--- src/rtl/cv_pkg.sv ---
// cv_pkg: shared types, defaults and trellis helpers
// for the K=3 (7,5) hard-decision Viterbi decoder.
package cv_pkg;

  localparam int BLK_LEN_D = 8;
  localparam int MW_D = 5;
  localparam logic [MW_D-1:0] INF = '1;

  typedef logic [1:0] state_t;

  typedef enum logic {
    HUNT = 1'b0,
    RUN  = 1'b1
  } fsm_t;

  function automatic logic [1:0] exp_sym(
    input state_t s,
    input logic   b
  );
    return {b ^ s[1] ^ s[0], b ^ s[0]};
  endfunction

  function automatic logic [1:0] ham2(
    input logic [1:0] a,
    input logic [1:0] e
  );
    logic [1:0] d;
    d = a ^ e;
    return {d[1] & d[0], d[1] ^ d[0]};
  endfunction

endpackage

--- src/rtl/cv_acs.sv ---
// cv_acs: one saturating add-compare-select cell.
// Ties resolve to the predecessor with s0=0 (sel=0).
module cv_acs
  import cv_pkg::*;
#(
  parameter int MW = MW_D
) (
  input  logic [MW-1:0] pm0,
  input  logic [MW-1:0] pm1,
  input  logic [1:0]    bm0,
  input  logic [1:0]    bm1,
  output logic [MW-1:0] pm_new,
  output logic          sel
);

  localparam logic [MW-1:0] SAT = '1;

  function automatic logic [MW-1:0] sat_add(
    input logic [MW-1:0] p,
    input logic [1:0]    b
  );
    logic [MW:0] s;
    s = {1'b0, p} + {{(MW-1){1'b0}}, b};
    if (p == SAT || s >= {1'b0, SAT})
      return SAT;
    return s[MW-1:0];
  endfunction

  logic [MW-1:0] s0;
  logic [MW-1:0] s1;

  assign s0     = sat_add(pm0, bm0);
  assign s1     = sat_add(pm1, bm1);
  assign sel    = s1 < s0;
  assign pm_new = sel ? s1 : s0;

endmodule

--- src/rtl/viterbi_decoder.sv ---
// viterbi_decoder: block Viterbi decoder, 4 ACS + traceback.
// Define VITERBI_ERRCNT_EN to add the err_cnt output.
module viterbi_decoder
  import cv_pkg::*;
#(
  parameter int BLK_LEN = BLK_LEN_D,
  parameter int MW      = MW_D
) (
  input  logic               clk,
  input  logic               reset,
  input  logic [1:0]         code_in,
  input  logic               sym_valid,
  output logic               data_out,
  output logic               data_valid,
  output logic [BLK_LEN-1:0] word_out,
  output logic               word_valid,
`ifdef VITERBI_ERRCNT_EN
  output logic [MW-1:0]      err_cnt,
`endif
  output logic               locked
);

  localparam int CW = $clog2(BLK_LEN);
  localparam logic [CW-1:0] LAST = CW'(BLK_LEN - 1);
  localparam logic [CW-1:0] ONE = CW'(1);
  localparam logic [MW-1:0] INF_M = '1;

  fsm_t          fsm;
  logic [CW-1:0] sym_cnt;
  logic [MW-1:0] pm [4];
  logic [MW-1:0] pm_nx [4];
  logic [3:0]    surv_nx;
  logic [3:0]    surv_a [BLK_LEN];
  logic [3:0]    surv_b [BLK_LEN];
  logic          acs_en;
  logic          blk_end;

  assign acs_en  = sym_valid & ((fsm == RUN) | (code_in != 2'b00));
  assign blk_end = acs_en & (sym_cnt == LAST);

  for (genvar n = 0; n < 4; n++) begin : g_acs
    localparam state_t NS = state_t'(n);
    localparam state_t P0 = {NS[0], 1'b0};
    localparam state_t P1 = {NS[0], 1'b1};
    cv_acs #(.MW(MW)) u_acs (
      .pm0    (pm[P0]),
      .pm1    (pm[P1]),
      .bm0    (ham2(code_in, exp_sym(P0, NS[1]))),
      .bm1    (ham2(code_in, exp_sym(P1, NS[1]))),
      .pm_new (pm_nx[n]),
      .sel    (surv_nx[n])
    );
  end

  // strict compare keeps the lowest index on ties
  state_t        best;
  logic [MW-1:0] best_m;
  always_comb begin
    best   = 2'd0;
    best_m = pm_nx[0];
    for (int i = 1; i < 4; i++) begin
      if (pm_nx[i] < best_m) begin
        best   = state_t'(i);
        best_m = pm_nx[i];
      end
    end
  end

  always_ff @(posedge clk or negedge reset) begin
    if (!reset) begin
      fsm     <= HUNT;
      locked  <= 1'b0;
      sym_cnt <= '0;
      for (int i = 0; i < 4; i++)
        pm[i] <= (i == 0) ? '0 : INF_M;
    end else if (acs_en) begin
      fsm     <= RUN;
      locked  <= 1'b1;
      sym_cnt <= blk_end ? '0 : sym_cnt + ONE;
      for (int i = 0; i < 4; i++)
        pm[i] <= blk_end ? ((i == 0) ? '0 : INF_M) : pm_nx[i];
    end
  end

  always_ff @(posedge clk or negedge reset) begin
    if (!reset) begin
      for (int i = 0; i < BLK_LEN; i++)
        surv_a[i] <= '0;
    end else if (acs_en) begin
      surv_a[sym_cnt] <= surv_nx;
    end
  end

  logic [CW-1:0]      tb_idx;
  state_t             tb_st;
  logic               tb_busy;
  logic               last_step;
  logic [BLK_LEN-1:0] word_reg;
  logic [BLK_LEN-1:0] word_hold;
  logic [1:0]         pipe;

  assign last_step = tb_busy & (tb_idx == '0);

  // a new block may start on the same edge as the old final step
  always_ff @(posedge clk or negedge reset) begin
    if (!reset) begin
      for (int i = 0; i < BLK_LEN; i++)
        surv_b[i] <= '0;
      tb_idx    <= '0;
      tb_st     <= '0;
      tb_busy   <= 1'b0;
      word_reg  <= '0;
      word_hold <= '0;
      pipe      <= '0;
    end else begin
      if (blk_end) begin
        for (int i = 0; i < BLK_LEN; i++)
          surv_b[i] <= (i == BLK_LEN - 1) ? surv_nx : surv_a[i];
        tb_st   <= best;
        tb_idx  <= LAST;
        tb_busy <= 1'b1;
      end else if (tb_busy) begin
        tb_st   <= {tb_st[0], surv_b[tb_idx][tb_st]};
        tb_idx  <= tb_idx - ONE;
        tb_busy <= ~last_step;
      end
      if (tb_busy)
        word_reg[tb_idx] <= tb_st[1];
      if (last_step)
        word_hold <= {word_reg[BLK_LEN-1:1], tb_st[1]};
      pipe <= {pipe[0], last_step};
    end
  end

  logic [BLK_LEN-1:0] shreg;
  logic [CW-1:0]      out_cnt;

  always_ff @(posedge clk or negedge reset) begin
    if (!reset) begin
      word_out   <= '0;
      word_valid <= 1'b0;
      data_out   <= 1'b0;
      data_valid <= 1'b0;
      shreg      <= '0;
      out_cnt    <= '0;
    end else begin
      word_valid <= pipe[1];
      if (pipe[1]) begin
        word_out   <= word_hold;
        data_out   <= word_hold[0];
        data_valid <= 1'b1;
        shreg      <= word_hold >> 1;
        out_cnt    <= LAST;
      end else if (data_valid && out_cnt != '0) begin
        data_out <= shreg[0];
        shreg    <= shreg >> 1;
        out_cnt  <= out_cnt - ONE;
      end else begin
        data_out   <= 1'b0;
        data_valid <= 1'b0;
      end
    end
  end

`ifdef VITERBI_ERRCNT_EN
  logic [MW-1:0] win_m;
  logic [MW-1:0] win_hold;

  always_ff @(posedge clk or negedge reset) begin
    if (!reset) begin
      win_m    <= '0;
      win_hold <= '0;
      err_cnt  <= '0;
    end else begin
      if (blk_end)
        win_m <= best_m;
      if (last_step)
        win_hold <= win_m;
      if (pipe[1])
        err_cnt <= win_hold;
    end
  end
`endif

endmodule

--- config.mk ---
export PLATFORM = sky130hd
export DESIGN_NAME = viterbi_decoder
export DESIGN_NICKNAME = d
export VERILOG_FILES = /design/src/rtl/cv_pkg.sv /design/src/rtl/cv_acs.sv /design/src/rtl/viterbi_decoder.sv
export SDC_FILE = /design/constraint.sdc
export NUM_CORES = 1
export LEC_CHECK = 0
export CAP_MARGIN = 40
export CORE_UTILIZATION = 40
export DETAILED_ROUTE_END_ITERATION = 6
export HOLD_SLACK_MARGIN = 0.02
export PLACE_DENSITY = 0.65
export SKIP_CTS_REPAIR_TIMING = 1
export SYNTH_ARGS = -nofsm -noshare
export SYNTH_HDL_FRONTEND = slang
export SYNTH_SLANG_ARGS = --single-unit
export TNS_END_PERCENT = 30
--- constraint.sdc ---
create_clock -name clk -period 18.62 [get_ports clk]
set_input_delay 3.724 -clock clk [delete_from_list [all_inputs] [get_ports clk]]
set_output_delay 3.724 -clock clk [all_outputs]
set_load 0.01 [all_outputs]
# Word-level counts from Yosys, hierarchy flattened
# Index checks and enable logic that the tools add are counted.
[op_classes]
addsub = 11
multipliers = 0
div = 0
magnitude_cmp = 21
eq_ne = 6
n_shift = 0
n_mux = 63
bitwise_logic = 18
n_reduce_logical = 16
[ops]
columns = ["operator", "count"]
rows = [
  ["$mux W5", 26],
  ["$add A5 B2 Y6", 8],
  ["$ge A6 B5 Y1 const B", 8],
  ["$lt A5 B5 Y1", 7],
  ["$bwmux W32", 1],
  ["$eq A5 B5 Y1 const B", 4],
  ["$mux W1", 17],
  ["$mux W8", 2],
  ["$mux W3", 5],
  ["$bmux W4 S3", 1],
  ["$demux W4 S3", 1],
  ["$mux W4", 3],
  ["$bwmux W8", 1],
  ["$ge A4 B4 Y1 const B", 2],
  ["$logic_or A1 B1 Y1", 8],
  ["$mux W2", 4],
  ["$not A3 Y4", 2],
  ["$and A1 B1 Y1", 7],
  ["$reduce_bool A2 Y1", 3],
  ["$sub A3 B1 Y3 const B", 2],
  ["$lt A3 B4 Y1 const B", 1],
  ["$lt A4 B1 Y1 const B", 1],
  ["$xor A1 B1 Y1", 4],
  ["$add A3 B1 Y3 const B", 1],
  ["12 further kinds", 16],
]
[totals]
reg_bits = 134
latchBits = 0
mem_bits_rw = 0
mem_bits_ro = 0
input_bits = 5
wordCells = 169
memories = 0

# Logic depth before layout (Yosys ltp)
[logic_depth]
ltp_word = 16
ltp_mapped = 42

# By module
# Synthesis repeated with hierarchy kept, for this count alone.
[hier_totals]
hier_cells = 787
hier_area_um2 = 7589.8
[modules_own_cells]
columns = ["module", "n_inst", "cells_per_inst", "area_each_um2", "seq_area_each_um2"]
rows = [
  ["viterbi_decoder", 1, 555, 5808.1, 3221.8],
  ["cv_acs", 4, 58, 445.4, 0.0],
]

# Worst setup path after synthesis
# No wires, ideal clock.
[synth_timing]
path_kind = "input -> register"
startpoint = "in code_in[0]"
endpoint = "reg tb_st[1]"
setup_ns = 0.087
arrival_ns = 10.766
t_required_ns = 18.533
path_slack_ns = 7.768
path_stages = 42
path_buffers = 1
path_cell_list = "inv_1 -> ha_1 -> inv_1 -> ha_1 -> nor2b_1 -> nor2_1 -> a211oi_1 -> mux2i_1 -> inv_1 -> ha_1 -> nand2_1 -> nand2_1 -> nor2_1 -> o21ai_4 -> o21ai_4 -> clkbuf_1 -> nor2_1 -> a21oi_1 -> [... 6 more ...] -> mux2i_1 -> inv_1 -> ha_1 -> a21o_1 -> a21o_1 -> a21oi_1 -> inv_1 -> a41oi_1 -> a41oi_4 -> mux2i_1 -> ha_1 -> a21oi_1 -> nor2b_1 -> o21ai_0 -> nand2_1 -> a2111oi_0 -> a31oi_1 -> o211ai_1"
[synth_via]
elab_chain_cells = 16
[synth_rtl]
columns = ["element", "line_no", "text"]
rows = [
  ["from (decl)", "viterbi_decoder.sv:11", "input logic [1:0] code_in,"],
  ["$not A1 Y1 (no source line) or $not A2 Y2 (tied branches)", "--", ""],
  ["$xor A1 B1 Y1 or $and A1 B1 Y1 (tied branches)", "cv_pkg.sv:29", "return {d[1] & d[0], d[1] ^ d[0]};"],
  ["$add A5 B2 Y6", "cv_acs.sv:23", "s = {1'b0, p} + {{(MW-1){1'b0}}, b};"],
  ["$ge A6 B5 Y1", "cv_acs.sv:24", "if (p == SAT || s >= {1'b0, SAT})"],
  ["$logic_or A1 B1 Y1", "cv_acs.sv:24", ""],
  ["$mux W1", "cv_acs.sv:24", ""],
  ["$mux W5", "cv_acs.sv:26", "return s[MW-1:0];"],
  ["$lt A5 B5 Y1", "cv_acs.sv:34", "assign sel = s1 < s0;"],
  ["$mux W5", "cv_acs.sv:35", "assign pm_new = sel ? s1 : s0;"],
  ["$lt A5 B5 Y1", "viterbi_decoder.sv:62", "if (pm_nx[i] < best_m) begin"],
  ["$mux W5", "viterbi_decoder.sv:62", ""],
  ["$lt A5 B5 Y1", "viterbi_decoder.sv:62", ""],
  ["$mux W5", "viterbi_decoder.sv:62", ""],
  ["$lt A5 B5 Y1", "viterbi_decoder.sv:62", ""],
  ["$mux W2", "viterbi_decoder.sv:62", ""],
  ["$mux W2", "viterbi_decoder.sv:116", "if (blk_end) begin"],
  ["to (signal assigned)", "viterbi_decoder.sv:119", "tb_st <= best;"],
  ["to (signal assigned)", "viterbi_decoder.sv:123", "tb_st <= {tb_st[0], surv_b[tb_idx][tb_st]};"],
  ["to (decl)", "viterbi_decoder.sv:95", "state_t tb_st;"],
]
# Several ways; a longest one is shown, not always the timed one.
# A chain may end at the register's enable or synchronous reset.

# Final worst setup path
# Same ends and word-level chain as after synthesis.

==> flow_summary.toml <==
[route]
wire_per_inst_um = 15.79
wl_um = 16680
vias = 5594
drt_iter0_markers = 299
drc = 0
ant_nets = 0
dr.pass1.iters = 4
routed_via_density = 5.297

[grt]
grt_max_degree = 66
grt_first_pass_wirelength_um = 28480
overflow = 0
grt_pass1_vias = 5615
grt.total_usage = 0.1807
antenna_found_initial = 0

[sta]
setup-violations-final = 0
hold_viol = 0
grt_setup_unrepaired = "false"
report.final.slew_viol_count = 0
period_minus_slack_ns = 11.97
layout_setup_ws_ns = 6.649
setup_tns_ns = 0
tightest_slew_ns = 0.8053
relSlewSlack = 0.4575
finalClockSkew_ns = 0.007925
fmax_mhz = 83.54
period_share = 0.6429

[worst_setup_path]
critPathKind = "input pin to flip-flop"
worst-path-buf-inv = 8
worst_ep_arrival_time_ns = 12.31
crit_top_cell = "inv_1"
crit_family = "compound AO/OA/AOI/OAI gates"
cp.required_ns = 18.96
start_kind = "input pin"
critical_path.max_fanout = 13
worstSetupEndpointType = "flip-flop"
cp_slowest_cell = "clkdlybuf4s50_1"
cp_slowest_stage_delay_ns = 0.56

[final_layout]
seqCellArea_um2 = 3222
drive_gt1_frac = 0.2162
largestRegisters = "surv_b x32, surv_a x28, pm x20"
nets = 832
regMostFlops = "surv_b"
largest_register_ffs = 32
nFillCells = 1856
multiInputGateArea_um2 = 4380
final-instance-count-excl-fill = 1056
syn2layout_area_growth_pct = 11.99
num_antenna_cells = 0

[place]
port_buffers = 16
dpl_worst_slack_ns = 6.361
dp_hpwl_um = 12200
dp_cells = 1024
globalplace.congestion = 0.9025

[floorplan]
dieArea_um2 = 20580
die_h_um = 143.5
start_util = 0.4099
ios = 17
core-area_um2 = 19530
die_w_um = 143.5
fp-row-count = 51

[synthesis]
synth.most_common_cell = "dfrtp_1"
ys_warn_count = 0
yosysTopAreaCell = "dfrtp_1"
yosys-top-cells-count = "dfrtp_1, nand2_1, mux2_2"
synth_top_area_share = 0.3533
synth_top_flop_cell = "dfrtp_1"
yosys-top-cells-area = "dfrtp_1, mux2_2, ha_1"
synthCells = 772
synth_edf_count = 0
syn_area_um2 = 8004
synthArstFlopShare = 1.000
syn_avg_cell_area_um2 = 10.37
yosysSeqAreaShare = 0.4025
ys_ff_latch = 128
synth_cell_types = 85
synth_fp_nets = 826

[cts]
cts_root_buffer = "clkbuf_16"
cts_buffer_depth = 2
cts.sinks = 128
numCtsBuffers = 17
clock_latency_ns = 0.42
htreeDepth = 4
cts_tree = "done"
clk_pin_slew_ns = 0.06

[status]
status = "finished, final reports clean"

[job]
max_cap_violations = 0

[hold_path]
hp-class = "flip-flop to flip-flop"
-- through the flow --
stage | hold slack, ns | util | area (um2)
6_report | 0.3469 | 0.4591 | 8964
5_1_grt | 0.3585 | 0.4591 | 8964
4_1_cts | 0.3488 | 0.4591 | 8964
3_5_place_dp | 0.3362 | 0.4287 | 8372
3_3_place_gp | 0.3334 | 0.4271 | 8339
2_1_floorplan | 0.3312 | - | 8004
-- area by class of cell --
class,instances,share of cell area
Multi-Input combinational cell,553,0.4887
Sequential cell,128,0.3594
Clock buffer,21,0.05137
Inverter,54,0.02261
Tap cell,265,0.03699
Timing Repair Buffer,24,0.02624
Clock inverter,11,0.01466
-- worst register-to-register path: cells and delay by family, from the launching register on --
family	cells	cell delay, ns
multiplexers	3	0.78
AO/OA/AOI/OAI	17	3.91
buffers and inverters	5	0.37
AND/OR/NAND/NOR	8	0.93
flip-flops	1	0.59
adder cells (fa/ha/maj)	5	1.44
-- placed cells by master (no fill, tap or decap), drive strengths merged, types with 4 or more instances in the layout --
cell type,instances
clkinv,5
a2111oi,4
xnor2,10
nand2b,11
nand3,12
buf,9
nand4,4
mux4,10
o22a,8
clkbuf,21
clkdlybuf4s50,15
inv,55
nor2b,12
nor3,10
mux2,65
o31ai,6
a41oi,5
a21oi,37
o21ai,50
dfstp,15
a21boi,4
ha,49
nand3b,4
nand2,86
o21a,7
o2111ai,4
xor2,12
dfrtp,113
nor2,51
a31oi,10
a211oi,5
mux2i,26
or2,5
nor4b,4
-- per-layer routing --
metal	up-vias	part of all wire	GRT usage
li1	2767	-	-
met1	2702	0.48	0.2356
met2	96	0.46	0.2844
met3	29	0.038	0.03999
met4	0	0.025	0.08511
met5	-	0	0
-- kinds of logic after synthesis --
| family | synth area share |
|---|---|
| DFF | 0.4025 |
| and+or+nand+nor | 0.1280 |
| AOI/OAI and AO/OA | 0.1637 |
| xor gates and xnor gates | 0.02407 |
| buffers and inverters | 0.05018 |
| muxes | 0.1535 |
| adders and majority gates | 0.07801 |
-- path summary, 6_finish.rpt --
check / startpoint / endpoint / slack (ns) / cells past startpoint
setup / recovery: code_in[0] / tb_st[1]$_DFFE_PN0P_ / 6.65 / 42
hold / removal: pipe[0]$_DFF_PN0_ / pipe[1]$_DFF_PN0_ / 0.35 / 0
setup reg to reg: pm[0]$_DFFE_PN1P_ / tb_st[1]$_DFFE_PN0P_ / 10.51 / 38
hold reg to reg: pipe[0]$_DFF_PN0_ / pipe[1]$_DFF_PN0_ / 0.35 / 0
max in group asynchronous: reset / surv_a[13]$_DFFE_PN0P_ / 14.27 / 3
min in group asynchronous: reset / out_cnt[2]$_DFFE_PN0P_ / 3.39 / 1
Power is left out: the tool's default activity adds up to more than one toggle a clock period on the data nets, which glitch-free logic cannot reach.
